File: config.mk
export PLATFORM = sky130hd
export DESIGN_NAME = bram_port_arbiter_flat
export DESIGN_NICKNAME = d
export VERILOG_FILES = /design/src/rtl/bram_port_arbiter_pkg.sv /design/src/rtl/bram_port_arbiter_if.sv /design/src/rtl/bram_port_arbiter_rd_tag_pipe.sv /design/src/rtl/bram_port_arbiter.sv /design/src/flat_wrapper.sv
export SDC_FILE = /design/constraint.sdc
export NUM_CORES = 1
export LEC_CHECK = 0
export ABC_AREA = 1
export BUFFER_PORTS_ARGS = -buffer_cell sky130_fd_sc_hd__buf_4
export CAP_MARGIN = 20
export CELL_PAD_IN_SITES_DETAIL_PLACEMENT = 2
export CELL_PAD_IN_SITES_GLOBAL_PLACEMENT = 2
export CORE_MARGIN = 4
export CORE_UTILIZATION = 22
export DETAILED_ROUTE_END_ITERATION = 10
export PLACE_DENSITY_LB_ADDON = 0.1
export SKIP_CTS_REPAIR_TIMING = 1
export SYNTH_ARGS = -nofsm -noshare
export SYNTH_HDL_FRONTEND = slang
export SYNTH_SLANG_ARGS = --single-unit
File: constraint.sdc
create_clock -name clk -period 2.6 [get_ports clk]
set_input_delay 0.78 -clock clk [delete_from_list [all_inputs] [get_ports clk]]
set_output_delay 0.78 -clock clk [all_outputs]
set_load 0.005 [all_outputs]
File: src/rtl/bram_port_arbiter_pkg.sv
`default_nettype none
// ============================================================================
// Module   : bram_port_arbiter_pkg
// Purpose  : Shared definitions for the image-BRAM port arbiter: requester
//            IDs, requester count, default bus widths, the read-tag record
//            and a one-hot helper.
// Ports    : none (package)
// Revision : 1.0 - initial release
// ============================================================================
package bram_port_arbiter_pkg;

   localparam int NUM_REQ = 3;
   localparam int DEF_AW  = 16;
   localparam int DEF_DW  = 8;

   typedef logic [1:0] req_id_t;

   localparam req_id_t REQ_DISP = 2'd0;   // VGA display fetch
   localparam req_id_t REQ_FILT = 2'd1;   // 3x3 filter engine
   localparam req_id_t REQ_COPY = 2'd2;   // buffer copy engine

   // One entry of the read-return tag pipeline
   typedef struct packed {
      logic    valid;
      req_id_t id;
   } rd_tag_t;

   function automatic logic [NUM_REQ-1:0] id_onehot(input req_id_t id);
      return NUM_REQ'(1) << id;
   endfunction

endpackage
`default_nettype wire

File: src/rtl/bram_port_arbiter_if.sv
`default_nettype none
// ============================================================================
// Module   : bram_port_arbiter_if
// Purpose  : Requester-side bundle of the BRAM port arbiter.
// Signals  : req/we/lock  - per-requester request, write, port lock
//            addr/wdata   - per-requester address / write data (packed)
//            gnt          - one-hot acceptance (combinational)
//            rvalid/rdata - tagged read return, rdata shared
// Modports : master - requester side, slave - arbiter side
// Revision : 1.0 - initial release
// ============================================================================
interface bram_port_arbiter_if
   import bram_port_arbiter_pkg::*;
#(
   parameter int AW = DEF_AW,
   parameter int DW = DEF_DW
);
   logic [NUM_REQ-1:0]    req;
   logic [NUM_REQ-1:0]    we;
   logic [NUM_REQ-1:0]    lock;
   logic [NUM_REQ*AW-1:0] addr;
   logic [NUM_REQ*DW-1:0] wdata;
   logic [NUM_REQ-1:0]    gnt;
   logic [NUM_REQ-1:0]    rvalid;
   logic [DW-1:0]         rdata;

   modport master (
      output req, we, lock, addr, wdata,
      input  gnt, rvalid, rdata
   );

   modport slave (
      input  req, we, lock, addr, wdata,
      output gnt, rvalid, rdata
   );
endinterface
`default_nettype wire

File: src/rtl/bram_port_arbiter_rd_tag_pipe.sv
`default_nettype none
// ============================================================================
// Module   : bram_port_arbiter_rd_tag_pipe
// Purpose  : RD_LAT+1 deep shift register of {valid, id} read tags; the last
//            stage lines up with BRAM read data and is decoded to a one-hot
//            rvalid.
// Ports    : clk, rst (async active-low), tag_in (tag of this cycle's grant),
//            rvalid (one-hot read-data valid)
// Revision : 1.0 - initial release
// ============================================================================
module bram_port_arbiter_rd_tag_pipe
   import bram_port_arbiter_pkg::*;
#(
   parameter int RD_LAT = 1
)(
   input  logic               clk,
   input  logic               rst,
   input  rd_tag_t            tag_in,
   output logic [NUM_REQ-1:0] rvalid
);
   localparam int DEPTH = RD_LAT + 1;

   rd_tag_t tag_q [DEPTH];
   rd_tag_t tag_d [DEPTH];

   always_comb begin
      tag_d[0] = tag_in;
      for (int i = 1; i < DEPTH; i++) begin
         tag_d[i] = tag_q[i-1];
      end
   end

   // Reset clears every stage so in-flight reads never return afterwards
   always_ff @(posedge clk or negedge rst) begin
      if (!rst) begin
         for (int i = 0; i < DEPTH; i++) begin
            tag_q[i] <= '0;
         end
      end else begin
         for (int i = 0; i < DEPTH; i++) begin
            tag_q[i] <= tag_d[i];
         end
      end
   end

   always_comb begin
      rvalid = '0;
      if (tag_q[DEPTH-1].valid) begin
         rvalid = id_onehot(tag_q[DEPTH-1].id);
      end
   end
endmodule
`default_nettype wire

File: src/rtl/bram_port_arbiter.sv
`default_nettype none
// ============================================================================
// Module   : bram_port_arbiter
// Purpose  : Shares one image-BRAM port between display fetch (0), filter
//            engine (1) and copy engine (2). Per-cycle grant with lock,
//            starvation override, display priority and 1/2 round-robin;
//            registered memory-side signals; read data tagged back to the
//            issuing requester.
// Ports    : clk, rst (async active-low)
//            bus      - requester bundle (slave modport)
//            mem_en/mem_we/mem_addr/mem_din - registered BRAM controls
//            mem_dout - BRAM read data
// Revision : 1.0 - initial release
// ============================================================================
module bram_port_arbiter
   import bram_port_arbiter_pkg::*;
#(
   parameter int AW        = DEF_AW,
   parameter int DW        = DEF_DW,
   parameter int RD_LAT    = 1,
   parameter int MAX_WAIT  = 15,
   parameter int MAX_BURST = 16
)(
   input  logic                 clk,
   input  logic                 rst,
   bram_port_arbiter_if.slave   bus,
   output logic                 mem_en,
   output logic                 mem_we,
   output logic [AW-1:0]        mem_addr,
   output logic [DW-1:0]        mem_din,
   input  logic [DW-1:0]        mem_dout
);
   localparam int WW = $clog2(MAX_WAIT + 1);
   localparam int BW = $clog2(MAX_BURST + 1);
   localparam logic [WW-1:0] WAIT_MAX  = WW'(MAX_WAIT);
   localparam logic [BW-1:0] BURST_MAX = BW'(MAX_BURST);

   // State
   logic [WW-1:0] wait_filt_q, wait_filt_d;
   logic [WW-1:0] wait_copy_q, wait_copy_d;
   logic [BW-1:0] burst_q,     burst_d;
   req_id_t       last_id_q,   last_id_d;
   logic          last_lock_q, last_lock_d;
   req_id_t       rr_last_q,   rr_last_d;
   logic          mem_en_q,    mem_en_d;
   logic          mem_we_q,    mem_we_d;
   logic [AW-1:0] mem_addr_q,  mem_addr_d;
   logic [DW-1:0] mem_din_q,   mem_din_d;

   // Arbitration
   logic               lock_hold;
   logic               starve_filt;
   logic               starve_copy;
   req_id_t            rr_pick;
   req_id_t            rr_other;
   logic               win_vld;
   logic               win_by_lock;
   req_id_t            win_id;
   logic [NUM_REQ-1:0] gnt;
   logic [AW-1:0]      sel_addr;
   logic [DW-1:0]      sel_wdata;
   logic               sel_we;
   logic               sel_lock;
   rd_tag_t            tag_in;
   logic [NUM_REQ-1:0] rvalid;

   always_comb begin
      lock_hold   = last_lock_q && bus.req[last_id_q] && (burst_q < BURST_MAX);
      starve_filt = bus.req[REQ_FILT] && (wait_filt_q == WAIT_MAX);
      starve_copy = bus.req[REQ_COPY] && (wait_copy_q == WAIT_MAX);
      // Round-robin favours whichever of 1/2 did not win last
      rr_pick     = (rr_last_q == REQ_FILT) ? REQ_COPY : REQ_FILT;
      rr_other    = (rr_last_q == REQ_FILT) ? REQ_FILT : REQ_COPY;

      win_vld     = 1'b1;
      win_by_lock = 1'b0;
      win_id      = REQ_DISP;

      if (lock_hold) begin
         win_id      = last_id_q;
         win_by_lock = 1'b1;
      end else if (starve_filt && starve_copy) begin
         win_id = rr_pick;
      end else if (starve_filt) begin
         win_id = REQ_FILT;
      end else if (starve_copy) begin
         win_id = REQ_COPY;
      end else if (bus.req[REQ_DISP]) begin
         win_id = REQ_DISP;
      end else if (bus.req[rr_pick]) begin
         win_id = rr_pick;
      end else if (bus.req[rr_other]) begin
         win_id = rr_other;
      end else begin
         win_vld = 1'b0;
      end

      // Grant is combinational, so it must also be held off during reset
      if (!rst) begin
         win_vld = 1'b0;
      end

      gnt = win_vld ? id_onehot(win_id) : '0;
   end

   // Winner's request fields
   always_comb begin
      sel_addr  = '0;
      sel_wdata = '0;
      sel_we    = 1'b0;
      sel_lock  = 1'b0;
      for (int i = 0; i < NUM_REQ; i++) begin
         if (win_id == req_id_t'(i)) begin
            sel_addr  = bus.addr[i*AW +: AW];
            sel_wdata = bus.wdata[i*DW +: DW];
            sel_we    = bus.we[i];
            sel_lock  = bus.lock[i];
         end
      end
   end

   always_comb begin
      wait_filt_d = '0;
      wait_copy_d = '0;
      burst_d     = burst_q;
      last_id_d   = last_id_q;
      last_lock_d = 1'b0;
      rr_last_d   = rr_last_q;
      mem_en_d    = win_vld;
      mem_we_d    = win_vld && sel_we;
      mem_addr_d  = mem_addr_q;
      mem_din_d   = mem_din_q;

      // Waits count only while requesting and losing; withdrawal clears them
      if (bus.req[REQ_FILT] && !gnt[REQ_FILT]) begin
         wait_filt_d = (wait_filt_q == WAIT_MAX) ? wait_filt_q : wait_filt_q + WW'(1);
      end
      if (bus.req[REQ_COPY] && !gnt[REQ_COPY]) begin
         wait_copy_d = (wait_copy_q == WAIT_MAX) ? wait_copy_q : wait_copy_q + WW'(1);
      end

      if (win_vld) begin
         last_id_d   = win_id;
         last_lock_d = sel_lock;
         // A win that did not come through the lock restarts the burst, so
         // reaching the cap breaks the lock for exactly one arbitration
         burst_d     = win_by_lock ? burst_q + BW'(1) : BW'(1);
         mem_addr_d  = sel_addr;
         mem_din_d   = sel_wdata;
         if (win_id != REQ_DISP) begin
            rr_last_d = win_id;
         end
      end
   end

   always_ff @(posedge clk or negedge rst) begin
      if (!rst) begin
         wait_filt_q <= '0;
         wait_copy_q <= '0;
         burst_q     <= '0;
         last_id_q   <= REQ_DISP;
         last_lock_q <= 1'b0;
         rr_last_q   <= REQ_COPY;
         mem_en_q    <= 1'b0;
         mem_we_q    <= 1'b0;
         mem_addr_q  <= '0;
         mem_din_q   <= '0;
      end else begin
         wait_filt_q <= wait_filt_d;
         wait_copy_q <= wait_copy_d;
         burst_q     <= burst_d;
         last_id_q   <= last_id_d;
         last_lock_q <= last_lock_d;
         rr_last_q   <= rr_last_d;
         mem_en_q    <= mem_en_d;
         mem_we_q    <= mem_we_d;
         mem_addr_q  <= mem_addr_d;
         mem_din_q   <= mem_din_d;
      end
   end

   always_comb begin
      tag_in.valid = win_vld && !sel_we;
      tag_in.id    = win_id;
   end

   bram_port_arbiter_rd_tag_pipe #(
      .RD_LAT (RD_LAT)
   ) u_rd_tag_pipe (
      .clk    (clk),
      .rst    (rst),
      .tag_in (tag_in),
      .rvalid (rvalid)
   );

   assign bus.gnt    = gnt;
   assign bus.rvalid = rvalid;
   // Read data passes straight from the BRAM in the tagged return cycle
   assign bus.rdata  = (|rvalid) ? mem_dout : '0;

   assign mem_en   = mem_en_q;
   assign mem_we   = mem_we_q;
   assign mem_addr = mem_addr_q;
   assign mem_din  = mem_din_q;
endmodule
`default_nettype wire

File: src/flat_wrapper.sv
// flat-port wrapper written by rule: the top's interface ports become plain ports
module bram_port_arbiter_flat import bram_port_arbiter_pkg::*;
#(
   parameter int AW        = DEF_AW,
   parameter int DW        = DEF_DW,
   parameter int RD_LAT    = 1,
   parameter int MAX_WAIT  = 15,
   parameter int MAX_BURST = 16
)
  (clk, rst, mem_en, mem_we, mem_addr, mem_din, mem_dout, bus_req, bus_we, bus_lock, bus_addr, bus_wdata, bus_gnt, bus_rvalid, bus_rdata);
  bram_port_arbiter_if #(.AW(AW), .DW(DW)) bus_i ();
  input  logic clk;
  input  logic rst;
  output logic mem_en;
  output logic mem_we;
  output logic [AW-1:0] mem_addr;
  output logic [DW-1:0] mem_din;
  input  logic [DW-1:0] mem_dout;
  input wire logic [$bits(bus_i.req)-1:0] bus_req;
  input wire logic [$bits(bus_i.we)-1:0] bus_we;
  input wire logic [$bits(bus_i.lock)-1:0] bus_lock;
  input wire logic [$bits(bus_i.addr)-1:0] bus_addr;
  input wire logic [$bits(bus_i.wdata)-1:0] bus_wdata;
  output wire logic [$bits(bus_i.gnt)-1:0] bus_gnt;
  output wire logic [$bits(bus_i.rvalid)-1:0] bus_rvalid;
  output wire logic [$bits(bus_i.rdata)-1:0] bus_rdata;
  assign bus_i.req = bus_req;
  assign bus_i.we = bus_we;
  assign bus_i.lock = bus_lock;
  assign bus_i.addr = bus_addr;
  assign bus_i.wdata = bus_wdata;
  assign bus_gnt = bus_i.gnt;
  assign bus_rvalid = bus_i.rvalid;
  assign bus_rdata = bus_i.rdata;
  bram_port_arbiter #(.AW(AW), .DW(DW), .RD_LAT(RD_LAT), .MAX_WAIT(MAX_WAIT), .MAX_BURST(MAX_BURST)) u_core (.clk(clk), .rst(rst), .bus(bus_i), .mem_en(mem_en), .mem_we(mem_we), .mem_addr(mem_addr), .mem_din(mem_din), .mem_dout(mem_dout));
endmodule
==> metrics.yaml, run 1 <==
run_status:
  status: "completed"
pwr:
  power.share.combinational_pct: 41.6
  switchingPower_w: 0.001217
  cellLeakagePower_nw: 2.501
  p_clk_share_pct: 25.8
  peakVddDrop_mv: 0.2354
  internal-power_w: 0.002230
  p_sw_share_pct: 35.31
  seqPwrFrac_pct: 32.6
  power_density_nw_per_um2: 739.4
run:
  drv_cap: 0
routing:
  ant_nets: 0
  viasPerCell: 4.355
  wl_mm: 11.68
  drcViolationCount: 0
  first_pass_iters: 4
  drt_iter0_drc: 86
  wl_per_cell_um: 15.70
  dr_total_vias: 3240
cells_and_area:
  antenna_cells: 0
  multi_input_area_um2: 1541
  layout-drive-gt1-share_pct: 36.62
  area_growth_pct: 53.65
  nets: 661
  fillers: 1568
  seqCellArea_um2: 1254
  layout_commonest_cell: "buf_4"
  final_cell_mix: "151 x buf_4, 108 x nand2_1, 59 x nor2_1, 53 x inv_1, 48 x dfrtp_1"
setup_path:
  rr_worst_depth: 13
  r2r_start: "u_core.wait_filt_q[0]"
  critPathKind: "in2out"
  path_common_cell: "nand2_4"
  critPathLaunchType: "input pin"
  worstPathArrival_ps: 1790
  endpoint_kind: "primary output"
  critical_path.cell_chain: "buf_6 > nor2_1 > nor2_2 > nand3_4 > clkinv_4 > nand2_4 > nand2_4 > nand2_4 > nor2_2 > buf_6"
  path_delay_family: "simple AND/OR/NAND/NOR gates"
  max_stage_delay_ps: 160
  cpMaxStageDelayCell: "nand3_4"
  r2r_end: "u_core.mem_we"
  cp_max_fo: 8
  path_buf_inv: 3
  worstPathRequired_ps: 1820
  rrSetupSlack_ps: 600
logic_synthesis:
  synth_top_area_share_pct: 40.41
  synth.area.top_cells: "dfrtp_1 40%, nand2_1 14%, nor2_1 8.2%"
  syn_area_um2: 3034
  synth-seq-area-share_pct: 41.28
  yosysTopAreaCell: "dfrtp_1"
  yosys_warnings: 0
  synth_nets: 517
  syn-instance-count: 423
  synth_cell_types: 32
  synth-seq-cells: 50
  avgSynthCellArea_um2: 7.173
floorplan:
  io_pins: 131
  die_y_um: 125.4
  die_x_um: 125.4
  initial_utilization_pct: 22.73
  dieArea_um2: 15730
  core_um2: 13350
  rows: 42
timing:
  rsz0062_at_grt: "yes"
  slew_headroom_pct: 52.69
  fin_crit_sh_pct: 98.69
  period_minus_slack_ps: 2566
  holdWs_ps: 352.3
  fmax_mhz: 389.7
  setup_tns_ps: 0
  tightest_slew_ps: 709.6
  clock_skew_ps: 6.529
  slew_violations: 0
  setup_violations: 0
  final_hold_viol_count: 0
  setup_slack_ps: 34.14
cts:
  clock-sinks: 50
  cts_buffer_depth: 2
  cts_tree: "done"
  cts_root_buf: "clkbuf_16"
  clkSlewWorstSetupHoldPaths_ps: 70
  cts_buffers: 5
  htreeDepth: 2
  clk_latency_ps: 300
min_path:
  min_to: "u_core.u_rd_tag_pipe.tag_q[0]"
  min_from: "u_core.u_rd_tag_pipe.tag_d[0]"
  min_path_cells: 0
  min-delay-path-class: "reg2reg"
place:
  dpl.hpwl_mm: 8.963
  pre_cts_ws_ps: -53.96
  numPortBuffers: 130
  routabilityCongestion: 0.7697
grt:
  overflow: 0
  grt_pass1_wl_mm: 18.73
  grt_usage_pct: 14.76
  antenna_found_initial: 0
  grt_pass1_vias: 3601
  grt_max_degree: 51
[registers in the layout, indices dropped and copies added, names as in the netlist]
register                    flops
u_core.wait_filt_q              4
u_core.u_rd_tag_pipe.tag_q      3
u_core.rr_last_q                2
u_core.last_id_q                2
u_core.last_lock_q              1
u_core.mem_din                  8
u_core.mem_en                   1
u_core.mem_addr                16
u_core.mem_we                   1
u_core.u_rd_tag_pipe.tag_d      3
u_core.burst_q                  5
u_core.wait_copy_q              4
[metrics by stage]
stage          power [W]  std cells  instance area (µm²)  util [%]
6_report        0.003447        744                 4662     34.93
5_1_grt         0.003746        744                 4662     34.93
4_1_cts         0.003445        736                 4471     33.49
3_5_place_dp    0.002514        728                 4272     32.00
3_3_place_gp    0.002463        728                 4272     32.00
2_1_floorplan   0.001848        423                 3052         -
[cell families after synthesis]
group | count (synthesis) | share of synthesized area, %
buf+inv | 80 | 11.96
flops | 50 | 41.28
compound gates | 30 | 5.608
simple gates | 256 | 38.76
fa+ha+maj | 3 | 1.237
xor+xnor | 4 | 1.155
[power groups by stage]
stage	clock network [W]	logic (W)	registers (W)
2_1_floorplan	0	0.000738	0.00111
3_3_place_gp	0	0.00134	0.00112
3_5_place_dp	0	0.00138	0.00113
4_1_cts	0.000937	0.00139	0.00112
5_1_grt	0.000970	0.00162	0.00115
6_report	0.000888	0.00144	0.00112
[cell type report]
cell class | count | share of cell area (%)
Clock buffer | 6 | 2.979
Clock inverter | 2 | 1.288
Inverter | 61 | 5.072
Multi-Input combinational cell | 293 | 33.06
Sequential cell | 50 | 26.89
Tap cell | 176 | 4.724
Timing Repair Buffer | 156 | 25.98
[cell usage after synthesis]
master    instances
inv_1            57
buf_4             4
nand2_1         111
nand2_4           3
buf_8             1
nor2_1           66
buf_6             1
dfstp_2           1
ha_1              3
nand4_1           3
inv_2             3
buf_12            1
o21ai_0          19
o21ai_1           2
clkinv_4          1
o31ai_4           1
nand3_4           1
a21oi_1           7
xnor2_1           1
or2_1             1
buf_2             6
nand3_2          10
nand3_1          46
o21ai_2           1
nor2_2            1
dfrtp_1          49
or2_2             2
clkbuf_1          6
nand2_2           1
nor3_1            1
nand3b_1         10
xor2_1            3
[worst register-to-register path, stage by stage, from the launching register on]
cell     delay, ps
dfrtp_1        430
ha_4           200
nand4_1        130
nand2_1         80
nand2_1        110
nand3_4        100
nand2_4        110
buf_4          220
inv_2           80
buf_4          180
nand2_1         70
nand3_1         90
nand2_1         70
inv_1           40
[worst max-delay path by stage]
stage | cells past startpoint | from | slack [ps] | to
floorplan | 11 | bus_req[1] | -5 | bus_gnt[0]
global placement | 10 | bus_req[1] | -10 | bus_gnt[0]
detailed placement | 10 | bus_req[1] | -50 | bus_gnt[0]
CTS | 8 | u_core.wait_filt_q[0] | -220 | bus_gnt[2]
global route | 10 | bus_req[2] | -30 | bus_gnt[0]
finish | 10 | bus_req[1] | 30 | bus_gnt[0]
[per-layer routing]
| metal | global-route usage (%) | vias to the layer above | share of wire [%] |
|---|---|---|---|
| li1 | - | 1594 | - |
| met1 | 16.96 | 1562 | 41 |
| met2 | 26.31 | 77 | 52 |
| met3 | 4.648 | 7 | 6.2 |
| met4 | 4.209 | 0 | 1.1 |
| met5 | 0 | - | 0 |
Power figures use the tool's default switching activity.
==> run 2, diff against run 1 <==
--- a/config.mk
+++ b/config.mk
@@ -8,11 +8,12 @@
 export ABC_AREA = 1
 export BUFFER_PORTS_ARGS = -buffer_cell sky130_fd_sc_hd__buf_4
 export CAP_MARGIN = 20
-export CELL_PAD_IN_SITES_DETAIL_PLACEMENT = 2
+export CELL_PAD_IN_SITES_DETAIL_PLACEMENT = 0
 export CELL_PAD_IN_SITES_GLOBAL_PLACEMENT = 2
 export CORE_MARGIN = 4
 export CORE_UTILIZATION = 22
 export DETAILED_ROUTE_END_ITERATION = 10
+export GPL_TIMING_DRIVEN = 0
 export PLACE_DENSITY_LB_ADDON = 0.1
 export SKIP_CTS_REPAIR_TIMING = 1
 export SYNTH_ARGS = -nofsm -noshare
==> metrics.yaml, run 2 (synthesized netlist as in run 1, its figures left out) <==
cells_and_area:
  stdcell_count: 753  # +1.2%
  largest_reg_flops: 16  # unchanged
  layout-drive-gt1-share_pct: 36.40  # -0.22 points
  nets: 670  # +1.4%
  final_cell_mix: "145 x buf_4, 108 x nand2_1, 60 x nor2_1, 55 x inv_1, 48 x dfrtp_1"
  layout_commonest_cell: "buf_4"
  final_area_um2: 4698  # +0.78%
  area_growth_pct: 54.85
  antenna_cells: 0  # unchanged
  utilization_pct: 35.20  # +0.27 points
floorplan:
  die_y_um: 125.4  # unchanged
  initial_utilization_pct: 22.73  # unchanged
  rows: 42  # unchanged
  die_x_um: 125.4  # unchanged
  dieArea_um2: 15730  # unchanged
  io_pins: 131  # unchanged
  core_um2: 13350  # unchanged
place:
  numPortBuffers: 129  # -0.77%
  dpl.hpwl_mm: 7.956  # -11%
  placed_area_um2: 4240  # -0.73%
  routabilityCongestion: 0.7188  # -6.6%
  place_inst: 728  # unchanged
routing:
  wl_per_cell_um: 14.11  # -10%
  drcViolationCount: 0  # unchanged
  dr_total_vias: 3122  # -3.6%
  ant_nets: 0  # unchanged
  first_pass_iters: 4  # unchanged
  viasPerCell: 4.146  # -4.8%
  drt_iter0_drc: 94  # +9.3%
  wl_mm: 10.63  # -9.0%
pwr:
  power_density_nw_per_um2: 698.0  # -5.6%
  seqPwrFrac_pct: 34.1  # +1.5 points
  internal-power_w: 0.002077  # -6.9%
  peakVddDrop_mv: 0.2722  # +16%
  switchingPower_w: 0.001203  # -1.2%
  cellLeakagePower_nw: 2.517  # +0.62%
  power.share.combinational_pct: 44.6  # +3.0 points
  p_clk_share_pct: 21.3  # -4.5 points
  p_sw_share_pct: 36.67  # +1.4 points
cts:
  clkSlewWorstSetupHoldPaths_ps: 70  # about the same
  cts_buffers: 5  # unchanged
  clock-sinks: 50  # unchanged
  htreeDepth: 2  # unchanged
  clk_latency_ps: 300  # about the same
  cts_buffer_depth: 2  # unchanged
  cts_tree: "done"
  cts_root_buf: "clkbuf_16"
timing:
  setup_violations: 2  # +2
  fmax_mhz: 370.2  # -5.0%
  rsz0062_at_grt: "yes"
  final_hold_viol_count: 0  # unchanged
  slew_headroom_pct: 60.19  # +7.5 points
  setup_slack_ps: -101.0  # -135.1 ps
  clock_skew_ps: 7.457  # +0.9277 ps
  fin_crit_sh_pct: 103.9  # +5.2 points
  holdWs_ps: 347.4  # -4.945 ps
  setup_tns_ps: -155.9  # -155.9 ps
  tightest_slew_ps: 597.2  # -112.5 ps
  slew_violations: 0  # unchanged
  period_minus_slack_ps: 2701  # +135.1 ps
setup_path:
  worstPathRequired_ps: 1820  # about the same
  critPathKind: "in2out"
  path_buf_inv: 6  # +3
  worstPathArrival_ps: 1920  # +130 ps
  cp_max_fo: 6  # -2
  critical_path.cell_chain: "buf_12 > inv_8 > o21ai_4 > nand3_4 > clkinv_4 > nand2_4 > nand2_4 > buf_12 > buf_12 > nand2_4 > nor2_2 > buf_4"
  endpoint_kind: "primary output"
  path_delay_family: "buffers and inverters"
  critPathLaunchType: "input pin"
  cpMaxStageDelayCell: "o21ai_4"
  crit_path_start: "bus_req[2]"
  max_stage_delay_ps: 150  # about the same
  r2r_start: "u_core.wait_filt_q[0]"
grt:
  overflow: 0  # unchanged
  grt_pass1_wl_mm: 17.09  # -8.7%
  antenna_found_initial: 0  # unchanged
  grt_usage_pct: 13.64  # -1.1 points
  grt_max_degree: 52  # +2.0%
  grt_pass1_vias: 3243  # -9.9%
run:
  drv_cap: 0  # unchanged
run_status:
  status: "finished with violations"
  violations: "negative setup slack"
min_path:
  min-delay-path-class: "in2async"
-- run 2: changes by cell type in the layout (fill, tap and decap cells not counted), sizes merged --
cell,change
clkinv,+1
clkinvlp,+1
buf,+3
clkbuf,+6
bufinv,-2
-- run 2: power groups by stage --
stage / Clock [W] / Combinational, W / Sequential [W]
2_1_floorplan: 0 / 0.000738 / 0.00111
3_5_place_dp: 0 / 0.00135 / 0.00112
5_1_grt: 0.000759 / 0.00166 / 0.00114
3_3_place_gp: 0 / 0.00135 / 0.00112
4_1_cts: 0.000730 / 0.00135 / 0.00111
6_report: 0.000700 / 0.00146 / 0.00112
-- run 2: final cells by class --
cell class              count  area, µm²
well taps                 176      220.2
fillers                  1478       8650
flip-flops and latches     50       1254
plain buffers              19      155.1
clock buffers               6      138.9
repair buffers            146       1125
multi-input cells         293       1549
clock inverters             2      12.51
inverters                  61      244.0
-- run 2: final timing paths --
check	end	slack (ps)	cells past startpoint
worst min-delay path	u_core.wait_filt_q[3]	350	1
worst max register to register	u_core.u_rd_tag_pipe.tag_d[2]	620	12
worst max-delay path	bus_gnt[0]	-100	12
worst min register to register	u_core.u_rd_tag_pipe.tag_q[0]	350	0
max in group asynchronous	u_core.rr_last_q[1]	1950	1
min in group clk	u_core.u_rd_tag_pipe.tag_q[0]	350	0
-- run 2: per-layer routing --
metal	global-route usage [%]	part of all wire [%]
met5	0	0
met4	3.061	0.89
met3	4.307	6.7
met2	23.10	49
met1	17.00	43
-- run 2: per-stage QoR --
step                      total power [W]  setup WS (ps)
after floorplan                  0.001848         -5.166
after global placement           0.002467         -605.0
after detailed placement         0.002471         -596.3
after CTS                        0.003192         -593.7
after global routing             0.003560         -179.9
final                            0.003279         -101.0
==> run 3, diff against run 2 <==
--- a/config.mk
+++ b/config.mk
@@ -11,11 +11,12 @@
 export CELL_PAD_IN_SITES_DETAIL_PLACEMENT = 0
 export CELL_PAD_IN_SITES_GLOBAL_PLACEMENT = 2
 export CORE_MARGIN = 4
-export CORE_UTILIZATION = 22
+export CORE_UTILIZATION = 25
 export DETAILED_ROUTE_END_ITERATION = 10
 export GPL_TIMING_DRIVEN = 0
 export PLACE_DENSITY_LB_ADDON = 0.1
 export SKIP_CTS_REPAIR_TIMING = 1
 export SYNTH_ARGS = -nofsm -noshare
 export SYNTH_HDL_FRONTEND = slang
+export SYNTH_HIERARCHICAL = 1
 export SYNTH_SLANG_ARGS = --single-unit
==> constraint.sdc (replaced) <==
create_clock -name clk -period 2.8 [get_ports clk]
set_input_delay 0.84 -clock clk [delete_from_list [all_inputs] [get_ports clk]]
set_output_delay 0.84 -clock clk [all_outputs]
set_load 0.005 [all_outputs]
==> metrics.yaml, run 3 <==
setup_path:
  rr_worst_depth: 13  # +1
  critPathKind: "in2out"
  cp_max_fo: 6  # unchanged
  endpoint_kind: "primary output"
  worstPathArrival_ps: 1900  # -20 ps
  rrSetupSlack_ps: 810  # +190 ps
  crit_path_start: "bus_req[1]"
  crit_end: "bus_gnt[0]"
  worstPathRequired_ps: 1960  # +140 ps
  critPathLaunchType: "input pin"
  r2r_end: "u_core/mem_din[0]"
  r2r_start: "u_core/wait_copy_q[0]"
floorplan:
  die_x_um: 115.8  # -7.7%
  core_um2: 11420  # -14%
  dieArea_um2: 13410  # -15%
  die_y_um: 115.8  # -7.7%
  io_pins: 131  # unchanged
  initial_utilization_pct: 25.43  # +2.7 points
  rows: 39  # -7.1%
pwr:
  finalPower_w: 0.002626  # -20%
  peakVddDrop_mv: 0.2993  # +9.9%
  cellLeakagePower_nw: 2.355  # -6.4%
  power_density_nw_per_um2: 578.7  # -17%
  power.share.combinational_pct: 39.3  # -5.3 points
  seqPwrFrac_pct: 36.3  # +2.2 points
  switchingPower_w: 0.0008778  # -27%
  internal-power_w: 0.001748  # -16%
  p_sw_share_pct: 33.43  # -3.2 points
  p_clk_share_pct: 24.4  # +3.1 points
cells_and_area:
  layout_commonest_cell: "buf_4"
  stdcell_count: 680  # -9.7%
  fillers: 1243  # -16%
  area_growth_pct: 56.23
  layout-drive-gt1-share_pct: 42.83  # +6.4 points
  multi_input_area_um2: 1459  # -5.8%
  antenna_cells: 0  # unchanged
  seqCellArea_um2: 1252  # about the same
  final_cell_mix: "147 x buf_4, 86 x nand2_1, 52 x nand3_1, 49 x dfrtp_1, 43 x inv_1"
  largest_reg_flops: 16  # unchanged
  nets: 630  # -6.0%
  utilization_pct: 39.73  # +4.5 points
cts:
  clkSlewWorstSetupHoldPaths_ps: 70  # about the same
  htreeDepth: 2  # unchanged
  cts_root_buf: "clkbuf_16"
  cts_buffers: 5  # unchanged
  clock-sinks: 50  # unchanged
  clk_latency_ps: 300  # about the same
  cts_buffer_depth: 2  # unchanged
  cts_tree: "done"
logic_synthesis:
  avgSynthCellArea_um2: 7.622  # +6.3%
  synth_ff_type: "dfrtp_1"
  syn-instance-count: 381  # -9.9%
  synth_top_area_share_pct: 42.22  # +1.8 points
  synth.area.top_cells: "dfrtp_1 42%, nand2_1 12%, nand3_1 9.3%"
  syn_area_um2: 2904  # -4.3%
  synth.most_common_cell: "nand2_1"
  synth_commonest_cells: "92 x nand2_1, 54 x nand3_1, 49 x dfrtp_1"
  synth_cell_types: 32  # unchanged
  yosys_warnings: 6  # +6
  async_reset_ff_share_pct: 100.0  # unchanged
  yosysTopAreaCell: "dfrtp_1"
  synth-seq-cells: 50  # unchanged
  synth_edf_count: 0  # unchanged
  synth_nets: 475  # -8.1%
  synth-seq-area-share_pct: 43.13  # +1.8 points
timing:
  slew_headroom_pct: 68.88  # +8.7 points
  fin_crit_sh_pct: 97.93
  period_minus_slack_ps: 2742
  rsz0062_at_grt: "yes"
  setup_violations: 0  # -2
  tightest_slew_ps: 464.3  # -132.9 ps
  setup_tns_ps: 0  # +155.9 ps
  clock_skew_ps: 3.750  # -3.707 ps
  final_hold_viol_count: 0  # unchanged
  slew_violations: 0  # unchanged
  setup_slack_ps: 57.93  # +158.9 ps
  fmax_mhz: 364.7
grt:
  overflow: 0  # unchanged
  grt_max_degree: 52  # unchanged
  grt_usage_pct: 13.83  # +0.20 points
  grt_pass1_vias: 2818  # -13%
  antenna_found_initial: 0  # unchanged
  grt_pass1_wl_mm: 14.30  # -16%
min_path:
  min-delay-path-class: "in2async"
routing:
  wl_mm: 9.815  # -7.6%
  drcViolationCount: 0  # unchanged
  viasPerCell: 4.387  # +5.8%
  dr_total_vias: 2983  # -4.5%
  ant_nets: 0  # unchanged
  wl_per_cell_um: 14.43  # +2.3%
  drt_iter0_drc: 125  # +33%
  first_pass_iters: 4  # unchanged
run_status:
  status: "completed"
place:
  place_inst: 654  # -10%
  pre_cts_ws_ps: -837.3  # -241.0 ps
  numPortBuffers: 130  # +0.78%
  dpl.hpwl_mm: 7.097  # -11%
  routabilityCongestion: 0.7326  # +1.9%
run:
  drv_cap: 0  # unchanged
==> run 3: changes by cell type in the layout (fill, tap and decap cells not counted), sizes merged, moves of 11 or more <==
cell   delta
o21ai    -12
a21oi    +18
inv      -11
or2      +18
nor2     -36
nand2    -20
==> run 3: logic make-up after synthesis <==
family / count (synthesis) / synth area share (%)
and+or+nand+nor: 224 / 37.92
buffers and inverters: 65 / 10.25
DFF: 50 / 43.13
AOI/OAI and AO/OA: 38 / 7.109
adders and majority gates: 3 / 1.293
xor gates and xnor gates: 1 / 0.3016
==> run 3: worst min path at each step <==
stage / startpoint / endpoint / slack [ps] / cells after the start
5_1_grt: rst / u_core/mem_we / 350 / 1
6_report: rst / u_core/mem_we / 350 / 1
2_1_floorplan: u_core/u_rd_tag_pipe/tag_d[0] / u_core/u_rd_tag_pipe/tag_q[0] / 330 / 0
4_1_cts: u_core/u_rd_tag_pipe/tag_d[0] / u_core/u_rd_tag_pipe/tag_q[0] / 350 / 0
3_3_place_gp: u_core/u_rd_tag_pipe/tag_d[2] / u_core/u_rd_tag_pipe/tag_q[2] / 330 / 0
3_5_place_dp: u_core/u_rd_tag_pipe/tag_d[0] / u_core/u_rd_tag_pipe/tag_q[0] / 330 / 0
==> run 3: final cells by class <==
cell class | instances | share of cell area [%]
timing repair buffer | 149 | 25.73
sequential | 50 | 27.61
multi-input combinational | 266 | 32.16
inverter | 49 | 4.330
clock buffer | 7 | 3.144
clock inverter | 1 | 0.1103
tap | 143 | 3.944
buffer | 15 | 2.978
==> run 3: critical path, stage by stage <==
cell,delay [ps]
buf_8,90
nor2_4,40
nor2_4,120
nand3_4,130
inv_4,100
nand2_4,60
nand2_4,90
inv_6,50
buf_8,120
nor3_4,100
buf_4,130
==> run 3: per-layer routing <==
metal	global-route usage, %	share of wire, %	vias to the layer above
met2	21.14	47	91
met4	4.795	1.3	0
li1	-	-	1527
met5	0	0	-
met3	3.342	7.8	8
met1	19.17	44	1357
==> run 3: stage by stage <==
stage	instance area [µm²]	hold WS, ps
4_1_cts	4207	350.9
5_1_grt	4537	349.7
3_5_place_dp	4059	334.7
2_1_floorplan	2904	331.2
6_report	4537	349.0
3_3_place_gp	4059	334.0
==> run 3: power by group through the flow <==
stage                     clock (W)  sequential [W]  combinational (W)
final                      0.000641        0.000953            0.00103
after global routing       0.000705        0.000975            0.00115
after CTS                  0.000669        0.000950           0.000953
after detailed placement          0        0.000963           0.000948
after global placement            0        0.000961           0.000945
after floorplan                   0        0.000960           0.000501
